**src/rtl/axis_uart_tx_cfg_pkg.sv**
```systemverilog
// Shared definitions for the configurable AXIS-to-UART transmitter.
package axis_uart_tx_cfg_pkg;

  localparam int unsigned PARITY_NONE = 0;
  localparam int unsigned PARITY_EVEN = 1;
  localparam int unsigned PARITY_ODD  = 2;

  typedef enum logic [2:0] {
    S_IDLE   = 3'd0,
    S_START  = 3'd1,
    S_DATA   = 3'd2,
    S_PARITY = 3'd3,
    S_STOP   = 3'd4,
    S_GAP    = 3'd5
  } tx_state_e;

endpackage

```
**src/rtl/axis_uart_tx_cfg_fifo.sv**
```systemverilog
// Synchronous show-ahead FIFO with registered full/empty/level flags.
module axis_sync_fifo #(
  parameter int unsigned WIDTH = 9,
  parameter int unsigned DEPTH = 8
) (
  input  logic                   clk,
  input  logic                   rst,
  input  logic                   wr_en_i,
  input  logic [WIDTH-1:0]       wr_data_i,
  input  logic                   rd_en_i,
  output logic [WIDTH-1:0]       rd_data_o,
  output logic                   full_o,
  output logic                   empty_o,
  output logic [$clog2(DEPTH):0] level_o
);

  localparam int unsigned AW = $clog2(DEPTH);
  localparam int unsigned LW = AW + 1;

  logic [WIDTH-1:0] mem_q [DEPTH];
  logic [AW-1:0]    wr_ptr_q, rd_ptr_q;
  logic [LW-1:0]    level_q, level_d;
  logic             full_q, empty_q;

  // Next occupancy; a simultaneous push and pop leaves it unchanged.
  always_comb begin
    level_d = level_q;
    if (wr_en_i && !rd_en_i) begin
      level_d = level_q + 1'b1;
    end else if (!wr_en_i && rd_en_i) begin
      level_d = level_q - 1'b1;
    end
  end

  // Storage array, no reset needed since flags gate every read.
  always_ff @(posedge clk) begin
    if (wr_en_i) begin
      mem_q[wr_ptr_q] <= wr_data_i;
    end
  end

  // Pointers and registered status flags.
  always_ff @(posedge clk or posedge rst) begin
    if (rst) begin
      wr_ptr_q <= '0;
      rd_ptr_q <= '0;
      level_q  <= '0;
      full_q   <= 1'b0;
      empty_q  <= 1'b1;
    end else begin
      if (wr_en_i) wr_ptr_q <= wr_ptr_q + 1'b1;
      if (rd_en_i) rd_ptr_q <= rd_ptr_q + 1'b1;
      level_q <= level_d;
      full_q  <= (level_d == LW'(DEPTH));
      empty_q <= (level_d == '0);
    end
  end

  assign rd_data_o = mem_q[rd_ptr_q];
  assign full_o    = full_q;
  assign empty_o   = empty_q;
  assign level_o   = level_q;

endmodule

```
**src/rtl/axis_uart_tx_cfg.sv**
```systemverilog
// AXI-Stream to UART transmitter with configurable framing, runtime baud
// divisor and optional idle gap after packet-terminating frames.
module axis_uart_tx_cfg
  import axis_uart_tx_cfg_pkg::*;
#(
  parameter int unsigned DATA_BITS = 8,
  parameter int unsigned DEPTH     = 8,
  parameter int unsigned PARITY    = 0,
  parameter int unsigned STOP_BITS = 1,
  parameter int unsigned IDLE_GAP  = 0,
  parameter int unsigned DIV_W     = 16
) (
  input  logic                   clk,
  input  logic                   rst,
  input  logic [DATA_BITS-1:0]   s_axis_tdata,
  input  logic                   s_axis_tvalid,
  output logic                   s_axis_tready,
  input  logic                   s_axis_tlast,
  input  logic [DIV_W-1:0]       baud_div,
  output logic                   uart_tx,
  output logic                   tx_busy,
  output logic                   tx_done,
  output logic                   pkt_done,
  output logic [$clog2(DEPTH):0] fifo_level
);

  localparam int unsigned IW = $clog2(DATA_BITS + 1);
  localparam int unsigned GW = (IDLE_GAP > 0) ? $clog2(IDLE_GAP + 1) : 1;
  localparam int unsigned CW = (IW > GW) ? IW : GW;

  localparam logic [CW-1:0] LAST_DATA = CW'(DATA_BITS - 1);
  localparam logic [CW-1:0] LAST_STOP = CW'(STOP_BITS - 1);
  localparam logic [CW-1:0] LAST_GAP  = (IDLE_GAP > 0) ? CW'(IDLE_GAP - 1) : '0;

  logic                 fifo_wr, fifo_rd, fifo_full, fifo_empty;
  logic [DATA_BITS:0]   fifo_rdata;

  tx_state_e            state_q;
  logic [DIV_W-1:0]     cnt_q, div_q;
  logic [CW-1:0]        idx_q;
  logic [DATA_BITS-1:0] sh_q;
  logic                 par_q, last_q;
  logic                 uart_tx_q, tx_done_q, pkt_done_q;

  logic                 bit_end, gap_after, frame_end;
  logic                 line_d, done_d, pkt_d;

  assign s_axis_tready = !fifo_full && !rst;
  assign fifo_wr       = s_axis_tvalid && s_axis_tready;

  axis_sync_fifo #(
    .WIDTH (DATA_BITS + 1),
    .DEPTH (DEPTH)
  ) u_fifo (
    .clk       (clk),
    .rst       (rst),
    .wr_en_i   (fifo_wr),
    .wr_data_i ({s_axis_tlast, s_axis_tdata}),
    .rd_en_i   (fifo_rd),
    .rd_data_o (fifo_rdata),
    .full_o    (fifo_full),
    .empty_o   (fifo_empty),
    .level_o   (fifo_level)
  );

  // Bit-boundary detection, frame-end pop and line/pulse next values.
  // The line is registered one cycle behind the FSM state so the pop cycle
  // in IDLE stays high; tx_done/pkt_done share that delay to stay aligned.
  always_comb begin
    bit_end   = (cnt_q == '0);
    gap_after = last_q && (IDLE_GAP != 0);
    frame_end = bit_end &&
                (((state_q == S_STOP) && (idx_q == LAST_STOP) && !gap_after) ||
                 ((state_q == S_GAP)  && (idx_q == LAST_GAP)));
    fifo_rd   = !fifo_empty && ((state_q == S_IDLE) || frame_end);
    done_d    = (state_q == S_STOP) && (idx_q == LAST_STOP) && bit_end;
    pkt_d     = (IDLE_GAP == 0) ? (done_d && last_q)
                                : ((state_q == S_GAP) && (idx_q == LAST_GAP) && bit_end);
    unique case (state_q)
      S_START:  line_d = 1'b0;
      S_DATA:   line_d = sh_q[0];
      S_PARITY: line_d = par_q;
      default:  line_d = 1'b1;
    endcase
  end

  // Frame sequencer: loads a beat on pop, then walks start/data/parity/stop/gap.
  always_ff @(posedge clk or posedge rst) begin
    if (rst) begin
      state_q    <= S_IDLE;
      cnt_q      <= '0;
      div_q      <= '0;
      idx_q      <= '0;
      sh_q       <= '0;
      par_q      <= 1'b0;
      last_q     <= 1'b0;
      uart_tx_q  <= 1'b1;
      tx_done_q  <= 1'b0;
      pkt_done_q <= 1'b0;
    end else begin
      uart_tx_q  <= line_d;
      tx_done_q  <= done_d;
      pkt_done_q <= pkt_d;
      if (fifo_rd) begin
        state_q <= S_START;
        sh_q    <= fifo_rdata[DATA_BITS-1:0];
        last_q  <= fifo_rdata[DATA_BITS];
        par_q   <= (PARITY == PARITY_ODD) ? ~^fifo_rdata[DATA_BITS-1:0]
                                          :  ^fifo_rdata[DATA_BITS-1:0];
        div_q   <= baud_div;
        cnt_q   <= baud_div;
        idx_q   <= '0;
      end else if (state_q != S_IDLE) begin
        if (!bit_end) begin
          cnt_q <= cnt_q - 1'b1;
        end else begin
          cnt_q <= div_q;
          unique case (state_q)
            S_START: begin
              state_q <= S_DATA;
              idx_q   <= '0;
            end
            S_DATA: begin
              sh_q <= sh_q >> 1;
              if (idx_q == LAST_DATA) begin
                idx_q   <= '0;
                state_q <= (PARITY != PARITY_NONE) ? S_PARITY : S_STOP;
              end else begin
                idx_q <= idx_q + 1'b1;
              end
            end
            S_PARITY: begin
              state_q <= S_STOP;
              idx_q   <= '0;
            end
            S_STOP: begin
              if (idx_q == LAST_STOP) begin
                idx_q   <= '0;
                state_q <= gap_after ? S_GAP : S_IDLE;
              end else begin
                idx_q <= idx_q + 1'b1;
              end
            end
            S_GAP: begin
              if (idx_q == LAST_GAP) begin
                idx_q   <= '0;
                state_q <= S_IDLE;
              end else begin
                idx_q <= idx_q + 1'b1;
              end
            end
            default: state_q <= S_IDLE;
          endcase
        end
      end
    end
  end

  assign uart_tx  = uart_tx_q;
  assign tx_done  = tx_done_q;
  assign pkt_done = pkt_done_q;
  assign tx_busy  = (state_q != S_IDLE);

endmodule

```
**config.mk**
```make
export PLATFORM = sky130hd
export DESIGN_NAME = axis_uart_tx_cfg
export DESIGN_NICKNAME = d
export VERILOG_FILES = /design/src/rtl/axis_uart_tx_cfg_pkg.sv /design/src/rtl/axis_uart_tx_cfg_fifo.sv /design/src/rtl/axis_uart_tx_cfg.sv
export SDC_FILE = /design/constraint.sdc
export NUM_CORES = 1
export LEC_CHECK = 0
export CORE_UTILIZATION = 59
export CTS_CLUSTER_DIAMETER = 200
export DETAILED_ROUTE_END_ITERATION = 12
export PLACE_DENSITY_LB_ADDON = 0.25
export SYNTH_ARGS = -nofsm -noshare
export SYNTH_HDL_FRONTEND = slang
export SYNTH_SLANG_ARGS = --single-unit
```
**constraint.sdc**
```tcl
create_clock -name clk -period 2.9 [get_ports clk]
set_input_delay 0.87 -clock clk [delete_from_list [all_inputs] [get_ports clk]]
set_output_delay 0.87 -clock clk [all_outputs]
set_load 0.01 [all_outputs]
```
======== Yosys cells after proc, flatten, opt, wreduce, memory -nomap -nowiden ========
Memories as Yosys holds them, arrays and structs flattened.
Cells that the tools add are included.
word-level totals
  register bits ........................... 64
  latch bits .............................. 0
  RAM bits ................................ 72
  ROM bits ................................ 0
  input port bits ......................... 28
  output and inout bits ................... 9
  logic and storage cells ................. 87
  memories kept ........................... 1
memories
  name          words  bits a word  read ports  clocked after memory_dff  wr ports  line                         text
  u_fifo.mem_q  8      9            1           0                         1         axis_uart_tx_cfg_fifo.sv:20  logic [WIDTH-1:0] mem_q [DEPTH];
operators by class
  add/sub/neg operators ................... 6
  $mul .................................... 0
  divide/modulo/power cells ............... 0
  order comparisons ....................... 0
  eq/ne operators ......................... 9
  shift-type cells ........................ 0
  multiplexer cells ....................... 24
  bitwise logic cells ..................... 0
  reduce and logical (&&, ||, !) cells .... 32
operators by type and width
  operator                 count
  $mux W16                 3
  $mux W8                  4
  $mux W4                  7
  $logic_not A16 Y1        1
  $sub A16 B1 Y16 const B  1
  $mux W3                  5
  $pmux W3 S4              1
  $pmux W4 S3              1
  $logic_and A1 B1 Y1      10
  $add A4 B1 Y4 const B    2
  $logic_not A4 Y1         2
  $reduce_xor A8 Y1        1
  $add A3 B1 Y3 const B    2
  $eq A3 B2 Y1 const B     2
  $eq A3 B3 Y1 const B     2
  $reduce_and A3 Y1        2
  $reduce_bool A2 Y1       3
  $logic_not A1 Y1         5
  $eq A4 B3 Y1 const B     1
  $eq A4 B4 Y1 const B     1
  $reduce_and A4 Y1        1
  $reduce_bool A4 Y1       1
  $reduce_or A2 Y1         2
  $sub A4 B1 Y4 const B    1
  8 further kinds          10

======== Logic depth before layout (Yosys ltp) ========
  depth in word-level cells ............... 10
  gate-level depth with buffers ........... 10
  mapped depth without buffers ............ 8

======== Hierarchy ========
Synthesis repeated with hierarchy kept, for this count alone.
unflattened totals
  cell total of the unflattened synthesis .. 490
  area total of the unflattened synthesis .. 6,368.6 um^2
by module, submodules not included
  module            times used  cells an instance  area an instance (um^2)  sequential area each (um^2)
  axis_sync_fifo    1           167                3,435.8                  2,463.6
  axis_uart_tx_cfg  1           323                2,932.8                  1,302.5

======== Least setup slack after synthesis ========
Ideal clock, no wire load.
  path kind ............................... input to register
  from .................................... input rst
  to ...................................... memory u_fifo.mem_q[0][0] (enable)
  setup time .............................. 0.399 ns
  arrival ................................. 2.482 ns
  required time ........................... 2.501 ns
  setup slack ............................. 0.019 ns
  stages on the path ...................... 3
  path buffers ............................ 1
  path through ............................ or3b_2 -> clkbuf_1 -> nor4_1
on the way
  cells in the longest elaborated chain, start to end .. 5
ends and longest elaborated chain
  element                            line                         text
  from (decl)                        axis_uart_tx_cfg.sv:14       input logic rst,
  $logic_not A1 Y1 (no source line)  n/a
  $logic_and A1 B1 Y1                axis_uart_tx_cfg.sv:48       assign s_axis_tready = !fifo_full && !rst;
  $logic_and A1 B1 Y1                axis_uart_tx_cfg.sv:49       assign fifo_wr = s_axis_tvalid && s_axis_tready;
  $mux W1                            axis_uart_tx_cfg_fifo.sv:37  if (wr_en_i) begin
  $mux W1 (implied by the code)      axis_uart_tx_cfg_fifo.sv:38  mem_q[wr_ptr_q] <= wr_data_i;
  to (decl)                          axis_uart_tx_cfg_fifo.sv:20
No other way between the ends.

======== Final worst setup path ========
  from .................................... register cnt_q[0]
  to ...................................... register cnt_q[14]
on the way
  cells in the longest elaborated chain, start to end .. 5
  elaborated cells on any way between the ends .. 9
  those cells by class .................... add/sub (1); mux (3); reduce/logical (5)
ends and longest elaborated chain
  element                                                                  line                     text
  from (decl)                                                              axis_uart_tx_cfg.sv:39   logic [DIV_W-1:0] cnt_q, div_q;
  from (signal assigned)                                                   axis_uart_tx_cfg.sv:111  cnt_q <= baud_div;
  from (signal assigned)                                                   axis_uart_tx_cfg.sv:115  cnt_q <= cnt_q - 1'b1;
  from (signal assigned)                                                   axis_uart_tx_cfg.sv:117  cnt_q <= div_q;
  parallel branches: the longest is 5 deep, another holds $sub A16 B1 Y16  n/a
Parallel ways; which one is timed is not known. The select of a mux whose other input is x is not followed.
A chain may end at the register's enable or synchronous reset.

==> impl_metrics.env <==
export IMPL_grt_antenna_before_repair=0
export IMPL_setup_viol=0
export IMPL_path_depth=9
export IMPL_cts_max_level=4
export IMPL_hpwl_mm=7.97
export IMPL_boundaryPins=37
export IMPL_rows=37
export IMPL_grt_use_total_pct=24.6
export IMPL_skew_ps=6.20
export IMPL_crit_buf_inv=2
export IMPL_tightest_slew_ps=807
export IMPL_final_util_pct=72.0
export IMPL_finalWirelength_mm=11.9
export IMPL_routabilityCongestion=0.806
export IMPL_cellLeakagePower_uw=0.00289
export IMPL_ys_types=58
export IMPL_dpl_cell_area_um2=6850
export IMPL_status="complete, no violations"
export IMPL_post_synth_main_area_contributors="edfxtp_1 (35%), dfrtp_1 (25%), mux4_2 (6.5%)"
export IMPL_synth_most_common_cell="nand2_1"
export IMPL_die_area_um2=11000
export IMPL_vias=3988
export IMPL_slowest_delay_ps=660
export IMPL_core_um2=10300
export IMPL_critPathTopFamily="compound AO/OA/AOI/OAI gates"
export IMPL_syn2layout_area_growth_pct=19.1
export IMPL_finalCriticalPeriod_ps=2560
export IMPL_synth_edf_count=72
export IMPL_cts_sinks=136
export IMPL_die_w_um=105
export IMPL_hold_path_class="flip-flop to flip-flop"
export IMPL_synth_common_cells="nand2_1 (84), edfxtp_1 (72), dfrtp_1 (62)"
export IMPL_syn_nets=535
export IMPL_timing_fmax_mhz=391
export IMPL_antennaDiodeCount=0
export IMPL_postSynthCellCount=500
export IMPL_reg2reg_slack_ps=340
export IMPL_die_height_um=105
export IMPL_instances_no_fill=697
export IMPL_via_per_inst=5.72
export IMPL_clock_path_buffers=2
export IMPL_cts_root_buf="clkbuf_8"
export IMPL_port_buffer_count=36
export IMPL_clk_latency_ps=520
export IMPL_synth_warning_count=0
export IMPL_tns_ps=0
export IMPL_postSynthAreaPerCell_um2=12.4
export IMPL_ant_nets=0
export IMPL_yosys_register_bits=136
export IMPL_post_drt_wl_per_cell_um=17.1
export IMPL_drv_slew=0
export IMPL_grt_pass1_wl_mm=20.2
export IMPL_arrival_ps=3020
export IMPL_cts_tree="done"
export IMPL_cts_made_buffers=17
export IMPL_initial_core_util_pct=60.5
export IMPL_overflow=0
export IMPL_hold_viol=0
export IMPL_crit_chain="inv_1 -> ha_1 -> nor2b_1 -> and4_1 -> a41oi_4 -> buf_12 -> o21ai_0 -> o211ai_1 -> o21a_1"
export IMPL_fin_crit_sh_pct=88.2
export IMPL_nFillCells=735
export IMPL_criticalPathCategory="flip-flop to flip-flop"
export IMPL_p_per_area_nw_per_um2=955
export IMPL_ir_worst_vdd_v=0.000577
export IMPL_synthFlopType="edfxtp_1"
export IMPL_crit_fanout=32
export IMPL_postCtsSetupRepairBufs=0
export IMPL_drc=0
export IMPL_required_ps=3370
export IMPL_dp_cells=665
export IMPL_min_path_cells=2
export IMPL_endpoint_kind="flip-flop"
export IMPL_first_pass_iters=4
export IMPL_r2r_cells=9
export IMPL_drive_above_1_share_pct=15.9
export IMPL_synth_seq_area_share_pct=60.6
export IMPL_fin_nets=583
export IMPL_async_reset_ff_share_pct=47.1
export IMPL_rsz0062_at_grt="false"
export IMPL_finalInstanceArea_um2=7400
export IMPL_netlist_area_um2=6220
export IMPL_max_slew_margin_pct=46.0
export IMPL_grt_start_max_net_pins=65
export IMPL_synth_top_area_share_pct=34.8
export IMPL_grt_pass1_vias=4085
export IMPL_drt_iter0_markers=205
export IMPL_synth_area_leader_cell="edfxtp_1"
export IMPL_maxCapViolations=0
export IMPL_slowest_stage="a41oi_4"
export IMPL_startpoint_type="flip-flop"
export IMPL_clkTransAtPathRegs_ps=60
state kept, by name (all words and copies together), names as in the netlist:
name             count
div_q               16
u_fifo.full_o        1
pkt_done             1
par_q                1
u_fifo.mem_q        72
u_fifo.rd_ptr_q      3
u_fifo.empty_o       1
tx_done              1
idx_q                4
u_fifo.wr_ptr_q      3
u_fifo.level_o       4
last_q               1
cnt_q               16
uart_tx              1
state_q              3
sh_q                 8
cell families (layout without fill, tap and decap cells):
kind of cell,Yosys count,in the layout,share of synthesized area (%)
and+or+nand+nor,176,176,13.3
DFF,136,136,60.6
AOI/OAI and AO/OA,80,80,8.73
buffers and inverters,40,101,2.86
muxes,36,36,9.54
xor gates and xnor gates,24,24,3.38
adders and majority gates,8,8,1.57
cells in the final DEF (no fill, tap or decap), drive strengths merged, types with 21 or more instances in the layout:
cell and count:
buf 21, nand2 85, o21ai 21, clkdlybuf4s50 34
edfxtp 72, dfrtp 62, nor2 34, clkbuf 21
layout make-up:
type	instances	area, um2	share of cell area, %
timing repair buffer	57	573	7.74
multi-input combinational	324	2300	31.0
tap	136	170	2.30
inverter	12	45.0	0.608
clock buffer	21	449	6.07
clock inverter	11	100	1.35
sequential	136	3770	50.9
routing by layer:
layer  up-vias  share of wire, %  GRT usage, %
met5         -                 0             0
met4         0               2.1          10.3
met3        22               3.5          7.36
met2        79                51          40.0
met1      1955                43          30.9
li1       1932                 -             -
worst paths after layout:
kind | startpoint | endpoint
max in group asynchronous | rst | uart_tx
worst max-delay path | cnt_q[0] | cnt_q[14]
worst min-delay path | div_q[14] | div_q[14]
worst min register to register | div_q[14] | div_q[14]
min in group asynchronous | rst | u_fifo.level_o[3]
worst max register to register | cnt_q[0] | cnt_q[14]
stage by stage:
stage               hold slack (ps)  total power, uW  setup WS [ps]
floorplan                       440             4540           19.3
global placement                453             5040           40.4
detailed placement              459             5150           12.9
CTS                             473             7150           4.37
global route                    496             7520           97.3
finish                          470             7070            343
what timing repair did:
| action | 4_1_cts | 5_1_grt |
|---|---|---|
| hold endpoints to repair | 0 | 0 |
| resized for setup | 0 | 4 |
| endpoints found under the setup margin | 0 | 2 |
| hold buffers | 0 | 0 |
power by group:
group,total [uW],internal [uW],switching [uW]
Clock,1970,1180,794
Sequential,2990,2500,488
Combinational,2110,1110,1000
Total,7070,4790,2280
worst reg2reg max path: cells and delay by family, from the launching register on:
family | cells | cell delay [ps]
AO/OA/AOI/OAI | 4 | 1100
adder cells (fa/ha/maj) | 1 | 220
buffers and inverters | 2 | 330
flip-flops | 1 | 430
AND/OR/NAND/NOR | 2 | 420
No activity file was read; power rests on OpenSTA's default activity.
